<file path="src/rtl/io_capture_buffer.sv">
// io_capture_buffer: delayed startIO strobe + FIFO capture of CPU output words (outFlag/out) drained over rd_valid/rd_ready, with captured/done/overflow status
module io_capture_buffer #(
  parameter int WIDTH = 24,
  parameter int DEPTH = 16,
  parameter int START_DELAY = 10,
  parameter int TARGET_COUNT = 750,
  parameter int COUNT_W = 16
) (
  input  logic                     clock,
  input  logic                     reset,
  input  logic                     outFlag,
  input  logic [WIDTH-1:0]         out,
  output logic                     startIO,
  output logic                     rd_valid,
  input  logic                     rd_ready,
  output logic [WIDTH-1:0]         rd_data,
  output logic [$clog2(DEPTH):0]   level,
  output logic [COUNT_W-1:0]       captured,
  output logic                     done,
  output logic                     overflow
);
  localparam int AW = $clog2(DEPTH);
  localparam int LW = AW + 1;
  localparam int DW = START_DELAY > 1 ? $clog2(START_DELAY) : 1;
  typedef enum logic [1:0] {DELAY, RUN, DONE} state_t;
  state_t state, state_n;
  logic [DW-1:0] dcnt;
  logic [WIDTH-1:0] mem [DEPTH];
  logic [AW-1:0] wp, rp;
  logic push, pop, accept, last;
  assign startIO = state != DELAY;
  assign done = state == DONE;
  assign rd_valid = level != '0;
  assign rd_data = mem[rp];
  always_comb begin
    push = outFlag && state == RUN;
    pop = rd_valid && rd_ready;
    accept = push && (level != LW'(DEPTH) || pop);
    last = accept && captured == COUNT_W'(TARGET_COUNT - 1);
    state_n = (state == DELAY && dcnt == DW'(START_DELAY - 1)) ? RUN : last ? DONE : state;
  end
  always_ff @(posedge clock) begin
    if (reset) begin
      state <= DELAY;
      dcnt <= '0;
      wp <= '0;
      rp <= '0;
      level <= '0;
      captured <= '0;
      overflow <= 1'b0;
    end else begin
      state <= state_n;
      if (state == DELAY) dcnt <= dcnt + 1'b1;
      if (accept) wp <= wp + 1'b1;
      if (pop) rp <= rp + 1'b1;
      level <= level + LW'(accept) - LW'(pop);
      captured <= captured + COUNT_W'(accept);
      overflow <= overflow | (push & ~accept);
    end
  end
  always_ff @(posedge clock) begin
    if (accept) mem[wp] <= out;
  end
endmodule

</file>
<file path="config.mk">
export PLATFORM = sky130hd
export DESIGN_NAME = io_capture_buffer
export DESIGN_NICKNAME = d
export VERILOG_FILES = /design/src/rtl/io_capture_buffer.sv
export SDC_FILE = /design/constraint.sdc
export NUM_CORES = 1
export LEC_CHECK = 0
export ABC_AREA = 1
export ABC_CLOCK_PERIOD_IN_PS = 2350
export CAP_MARGIN = 25
export CORE_MARGIN = 3
export CORE_UTILIZATION = 54
export CTS_CLUSTER_SIZE = 16
export DETAILED_ROUTE_END_ITERATION = 10
export PLACE_DENSITY = 0.83
export SETUP_SLACK_MARGIN = 0.15
export SLEW_MARGIN = 20
export SYNTH_ARGS = -nofsm -noshare
export SYNTH_HDL_FRONTEND = slang
export SYNTH_SLANG_ARGS = --single-unit
</file>
<file path="constraint.sdc">
create_clock -name clock -period 2.35 [get_ports clock]
set_clock_uncertainty 0.05 [all_clocks]
set_input_delay 0.3525 -clock clock [delete_from_list [all_inputs] [get_ports clock]]
set_output_delay 0.3525 -clock clock [all_outputs]
set_load 0.1 [all_outputs]
</file>
## Word-level counts from Yosys, hierarchy flattened

Memory sizes are Yosys's and may differ from the RTL's. A register that Yosys moved wholly into a read port is not among the register bits.
Cells that the tools add are included.

| storage, ports and cells | value |
|---|---|
| RAM bits | 384 |
| bits of input ports | 28 |
| flip-flop bits (word level) | 36 |
| memories | 1 |

Memory list:

| memory | words | width | read ports | clocked after Yosys merged registers in | write ports | line | text |
|---|---|---|---|---|---|---|---|
| mem | 16 | 24 | 1 | 1 | 1 | 28 | `logic [WIDTH-1:0] mem [DEPTH];` |

| operators by class | value |
|---|---|
| multiplexer cells | 6 |
| equal/unequal tests | 5 |
| add/sub/neg operators | 6 |
| bitwise gates (word level) | 3 |
| reductions and logical operators | 11 |

Operator list:

| operator | count |
|---|---|
| adder 16 x 1 -> 16 bit | 1 |
| equality test 16 x 10 -> 1 bit (second input constant) | 1 |
| adder 4 x 1 -> 4 bit (second input constant) | 3 |
| 2-to-1 mux 4 bit | 2 |
| adder 5 x 1 -> 5 bit | 1 |
| logical AND 1 bit | 5 |
| inequality test 5 bit (second input constant) | 1 |
| nonzero test 5 bit | 1 |
| subtractor 5 x 1 -> 5 bit | 1 |
| equality test 4 bit (second input constant) | 1 |
| 2-to-1 mux 1 bit | 4 |
| nonzero test 2 bit | 2 |
| equality test 2 x 1 -> 1 bit (second input constant) | 1 |
| equality test 2 bit (second input constant) | 1 |
| zero test 2 bit | 1 |
| OR reduction 2 bit | 1 |
| bitwise AND 1 bit | 1 |
| logical OR 1 bit | 1 |
| inverter 1 bit | 1 |
| bitwise OR 1 bit | 1 |

## Logic depth before layout (Yosys ltp)

Gate-level depths: netlist of run 1.

| logic depth | value |
|---|---|
| word-level depth | 7 |
| gate-level depth with buffers | 15 |
| gate-level depth less buffers | 15 |

## Worst setup path after synthesis of run 1

No wires, ideal clock.

| timing | value |
|---|---|
| path kind | register to register |
| start point | register level[2] |
| end point | register level[4] |
| setup time | 0.070 ns |
| cell stages (with the launch flop) | 16 |
| required time | 2.230 ns |
| period minus slack after synthesis | 3.885 ns |
| arrival time | 3.764 ns |
| slack | -1.535 ns |
| path through | dfxtp_1 -> inv_1 -> ha_1 -> nand3b_1 -> nand2_1 -> clkinv_1 -> ha_1 -> inv_1 -> ha_1 -> inv_1 -> fa_1 -> inv_1 -> a21oi_1 -> o21bai_1 -> o21ai_0 -> a21oi_1 |

| between the ends | value |
|---|---|
| longest elaborated chain between the ends | 6 |
| elaborated cells between the ends (all ways) | 7 |
| classes of those cells | add/sub (2); eq/ne (1); reduce/logical (4) |

Ends and longest elaborated chain:

| element | line | text |
|---|---|---|
| start: declaration | 17 | `output logic [$clog2(DEPTH):0] level,` |
| start signal: assignment | 56 | `level <= level + LW'(accept) - LW'(pop);` |
| nonzero test 5 bit * | 33 | `assign rd_valid = level != '0;` |
| via rd_valid | 14 | `output logic rd_valid,` |
| logical AND 1 bit * | 37 | `pop = rd_valid && rd_ready;` |
| logical OR 1 bit | 38 | `accept = push && (level != LW'(DEPTH) \|\| pop);` |
| logical AND 1 bit | 38 |  |
| adder 5 x 1 -> 5 bit | 56 |  |
| subtractor 5 x 1 -> 5 bit * | 56 |  |

The timed path passes the listed nets; every way through them passes the cells marked *.
A chain may end at the register's enable or synchronous reset.

==> impl_metrics.csv, run 1 <==
group,metric,value,unit
sta,hold_viol,0,
place,place_ws,-0.250,ns
setup_path,worstPathRequired,1.95,ns
synth,synth_seq_area_share,0.705,
worst_hold_path,worstHoldPathType,"flop to flop",
die,die-height,186,um
die,die_area,0.0346,mm^2
synth,number_of_enable_type_register_cells_in_the_synthesized_netlist,384,
route,via_per_instance_ratio,6.25,
synth,netlist_area,0.0175,mm^2
final_layout,drive_above_1_share,0.226,
synth,ys_async_sr_fraction,0,
cts,ctsHtreeMaxLevel,2,
route,finalWirelength,49600,um
cts,cts_tree,"yes",
synth,post_synthesis_sequential_element_count,424,
place,dp.final_hpwl,25100,um
setup_path,path_class,"flop to output pin",
synth,synth_flop_type,"sky130_fd_sc_hd__edfxtp_1",
final_layout,multi_input_area,0.00452,mm^2
flow_run,drv_cap,0,
synth,synth_cells,1480,
sta,setup_ws,-0.313,ns
die,placement_rows,65,
sta,max_slew.worst_pin.slew,0.852,ns
cts,clk-insertion-delay-late,0.53,ns
cts,root_buffer,"sky130_fd_sc_hd__clkbuf_16",
cts,clock_sink_count,424,
route,route.detailed.drc,0,
pwr,powerDensity,1030,mW/mm^2
sta,report.final.setup_viol,24,
setup_path,peak_per_stage_delay_on_the_critical_path,0.42,ns
sta,rsz0062_at_grt,"yes",
run_status,violations_in_the_final_reports,"negative setup slack",
final_layout,post_layout_util,0.704,
cts,clock_pin_transition_on_the_worst_setup_and_hold_timing_paths,0.06,ns
sta,maxSlewHeadroom,0.430,
final_layout,ff_latch_area,0.0124,mm^2
setup_path,cp_slowest_cell,"sky130_fd_sc_hd__dfxtp_4",
setup_path,regToRegSetupSlack,0.03,ns
place,portBuffers,76,
setup_path,setup.worst_path.end_class,"output pin",
synth,yosysUniqueCellTypes,28,
setup_path,crit_family,"buffers and inverters",
sta,final_hold_slack,0.427,ns
run_status,run_status,"finished with violations",
final_layout,diodes,0,
setup_path,critPathBufInv,3,
synth,synth.avg_cell_area,11.8,um^2
die,design.portCount,77,
die,floorplan.initialDensity,0.552,
final_layout,final_nets,1679,
die,coreArea,0.0317,mm^2
grt,grt.total_usage,0.272,
final_layout,n_fill_cell,1817,
sta,fmax,376,MHz
place,globalplace.congestion,0.854,
sta,finalCritPeriodShare,1.13,
route,ant_nets,0,
setup_path,timing.critical_path.from_type,"flop",
pwr,power.ir.vdd_worst,0.715,mV
sta,finalSetupTns,-5.64,ns
cts,tritoncts_buffer_count,42,
grt,first_pass_grt_wire_length,71800,um
die,floorplan.die.width,186,um
route,via_count,12900,
grt,antenna_violations_before_repair,0,
synth,mappedNetlistNets,1524,
route,drt_iter0_drc,1813,
route,first_pass_drt_iterations,8,
grt,pin_count_of_the_biggest_net_entering_global_routing,49,
grt,grt_overflow_total,0,
pwr,leakagePower,8.15,nW
sta,fin_crit_period,2.66,ns
route,detail_route.wl_per_cell,24.0,um
setup_path,timing.critical_path.fanout_max,20,
grt,vias_in_the_first_global_route,12300,
cts,cts_max_path_buffers,3,
synth,ys_warn_count,0,
final_layout,syn_to_final_growth,27.5,%
setup_path,crit_chain,"buf_8 > buf_12 > o211ai_1 > nand3_1 > nand3_1 > nand2_2 > buf_12",
setup_path,crit_arrival,2.26,ns
sta,slew_violations,0,
==> tightest hold or removal path, cell delays in order, from the launching register on <==
cell and delay (ns):
sky130_fd_sc_hd__dfxtp_1 0.32, sky130_fd_sc_hd__inv_1 0.05, sky130_fd_sc_hd__a21oi_1 0.06
==> sequential cells by signal, summed over array words and instances (netlist names), named ones only <==
| name | cells |
|---|---|
| rp | 4 |
| wp | 4 |
| mem | 384 |
| level | 5 |
| dcnt | 4 |
| overflow | 1 |
| state | 2 |
| captured | 16 |
==> per-stage QoR <==
stage               total power, mW  instances  instance area [um^2]
detailed placement             14.8       1950                 19800
CTS                            22.0       2052                 21900
finish                         22.9       2068                 22300
global placement               14.7       1950                 19800
global route                   23.5       2068                 22300
floorplan                      12.7       1480                 17700
==> timing repair <==
action                                  CTS  global route
gates resized for setup                 118            57
buffers inserted                         18             7
pin swaps                                77            57
gates cloned                              9             9
endpoints found under the setup margin   25            25
hold buffers                              0             0
==> final timing paths <==
| kind | start | to | cells after the start |
|---|---|---|---|
| max | flop | rd_data[11] | 7 |
| min | rp[2] | flop | 2 |
| max reg2reg | level[2] | level[4] | 15 |
| min reg2reg | rp[2] | flop | 2 |
==> synthesized netlist by cell type (15+ instances only) <==
cell type,number,share of area
sky130_fd_sc_hd__edfxtp_1,384,0.66
sky130_fd_sc_hd__inv_1,236,0.051
sky130_fd_sc_hd__nand2_1,168,0.036
sky130_fd_sc_hd__nand3_1,156,0.045
sky130_fd_sc_hd__a21oi_1,124,0.035
sky130_fd_sc_hd__o211ai_1,96,0.041
sky130_fd_sc_hd__o21ai_0,88,0.025
sky130_fd_sc_hd__nor2_1,45,0.0097
sky130_fd_sc_hd__dfxtp_1,40,0.046
sky130_fd_sc_hd__clkbuf_1,26,0.0056
sky130_fd_sc_hd__o21ai_1,24,0.0069
sky130_fd_sc_hd__buf_4,23,0.0099
sky130_fd_sc_hd__buf_2,22,0.0063
sky130_fd_sc_hd__ha_1,15,0.011
==> placed cells by master (no fill, tap or decap), types with 27 or more instances in the layout <==
| cell type | n |
|---|---|
| sky130_fd_sc_hd__a21oi_1 | 96 |
| sky130_fd_sc_hd__buf_12 | 61 |
| sky130_fd_sc_hd__buf_4 | 71 |
| sky130_fd_sc_hd__clkbuf_16 | 50 |
| sky130_fd_sc_hd__clkdlybuf4s50_1 | 27 |
| sky130_fd_sc_hd__dfxtp_1 | 32 |
| sky130_fd_sc_hd__edfxtp_1 | 384 |
| sky130_fd_sc_hd__inv_1 | 230 |
| sky130_fd_sc_hd__nand2_1 | 134 |
| sky130_fd_sc_hd__nand2_2 | 28 |
| sky130_fd_sc_hd__nand3_1 | 119 |
| sky130_fd_sc_hd__nand3_2 | 37 |
| sky130_fd_sc_hd__o211ai_1 | 96 |
| sky130_fd_sc_hd__o21ai_0 | 53 |
| sky130_fd_sc_hd__o21ai_1 | 52 |
==> power breakdown <==
part / switching, mW / internal (mW)
logic: 5.07 / 3.01
registers: 0.130 / 8.31
clock network: 2.87 / 3.54
==> cell type report <==
cell class	count	share of cell area
sequential	424	0.554
inverter	237	0.0404
clock inverter	27	0.00958
timing repair buffer	192	0.123
tap	402	0.0225
clock buffer	48	0.0481
multi-input combinational	738	0.202
==> cell families after synthesis <==
family / Yosys count / share of synthesized area
and+or+nand+nor: 378 / 0.0934
xor gates and xnor gates: 6 / 0.00300
DFF: 424 / 0.705
adders and majority gates: 16 / 0.0119
buffers and inverters: 318 / 0.0760
AOI/OAI and AO/OA: 338 / 0.111
==> per-layer routing <==
layer	wire, um	global-route usage	part of all wire
met1	17400	0.368	0.35
met2	23800	0.453	0.48
met3	6520	0.0508	0.13
met4	1930	0.0843	0.039
met5	0	0	0
Note: power is estimated with default switching activity, not from simulation.
==> run 2: changes to the inputs <==
--- a/config.mk
+++ b/config.mk
@@ -7,7 +7,7 @@
 export LEC_CHECK = 0
 export ABC_AREA = 1
 export ABC_CLOCK_PERIOD_IN_PS = 2350
-export CAP_MARGIN = 25
+export CAP_MARGIN = 20
 export CORE_MARGIN = 3
 export CORE_UTILIZATION = 54
 export CTS_CLUSTER_SIZE = 16
==> results of run 2 <==
Final layout, timing and power as in run 1 (identical DEF).
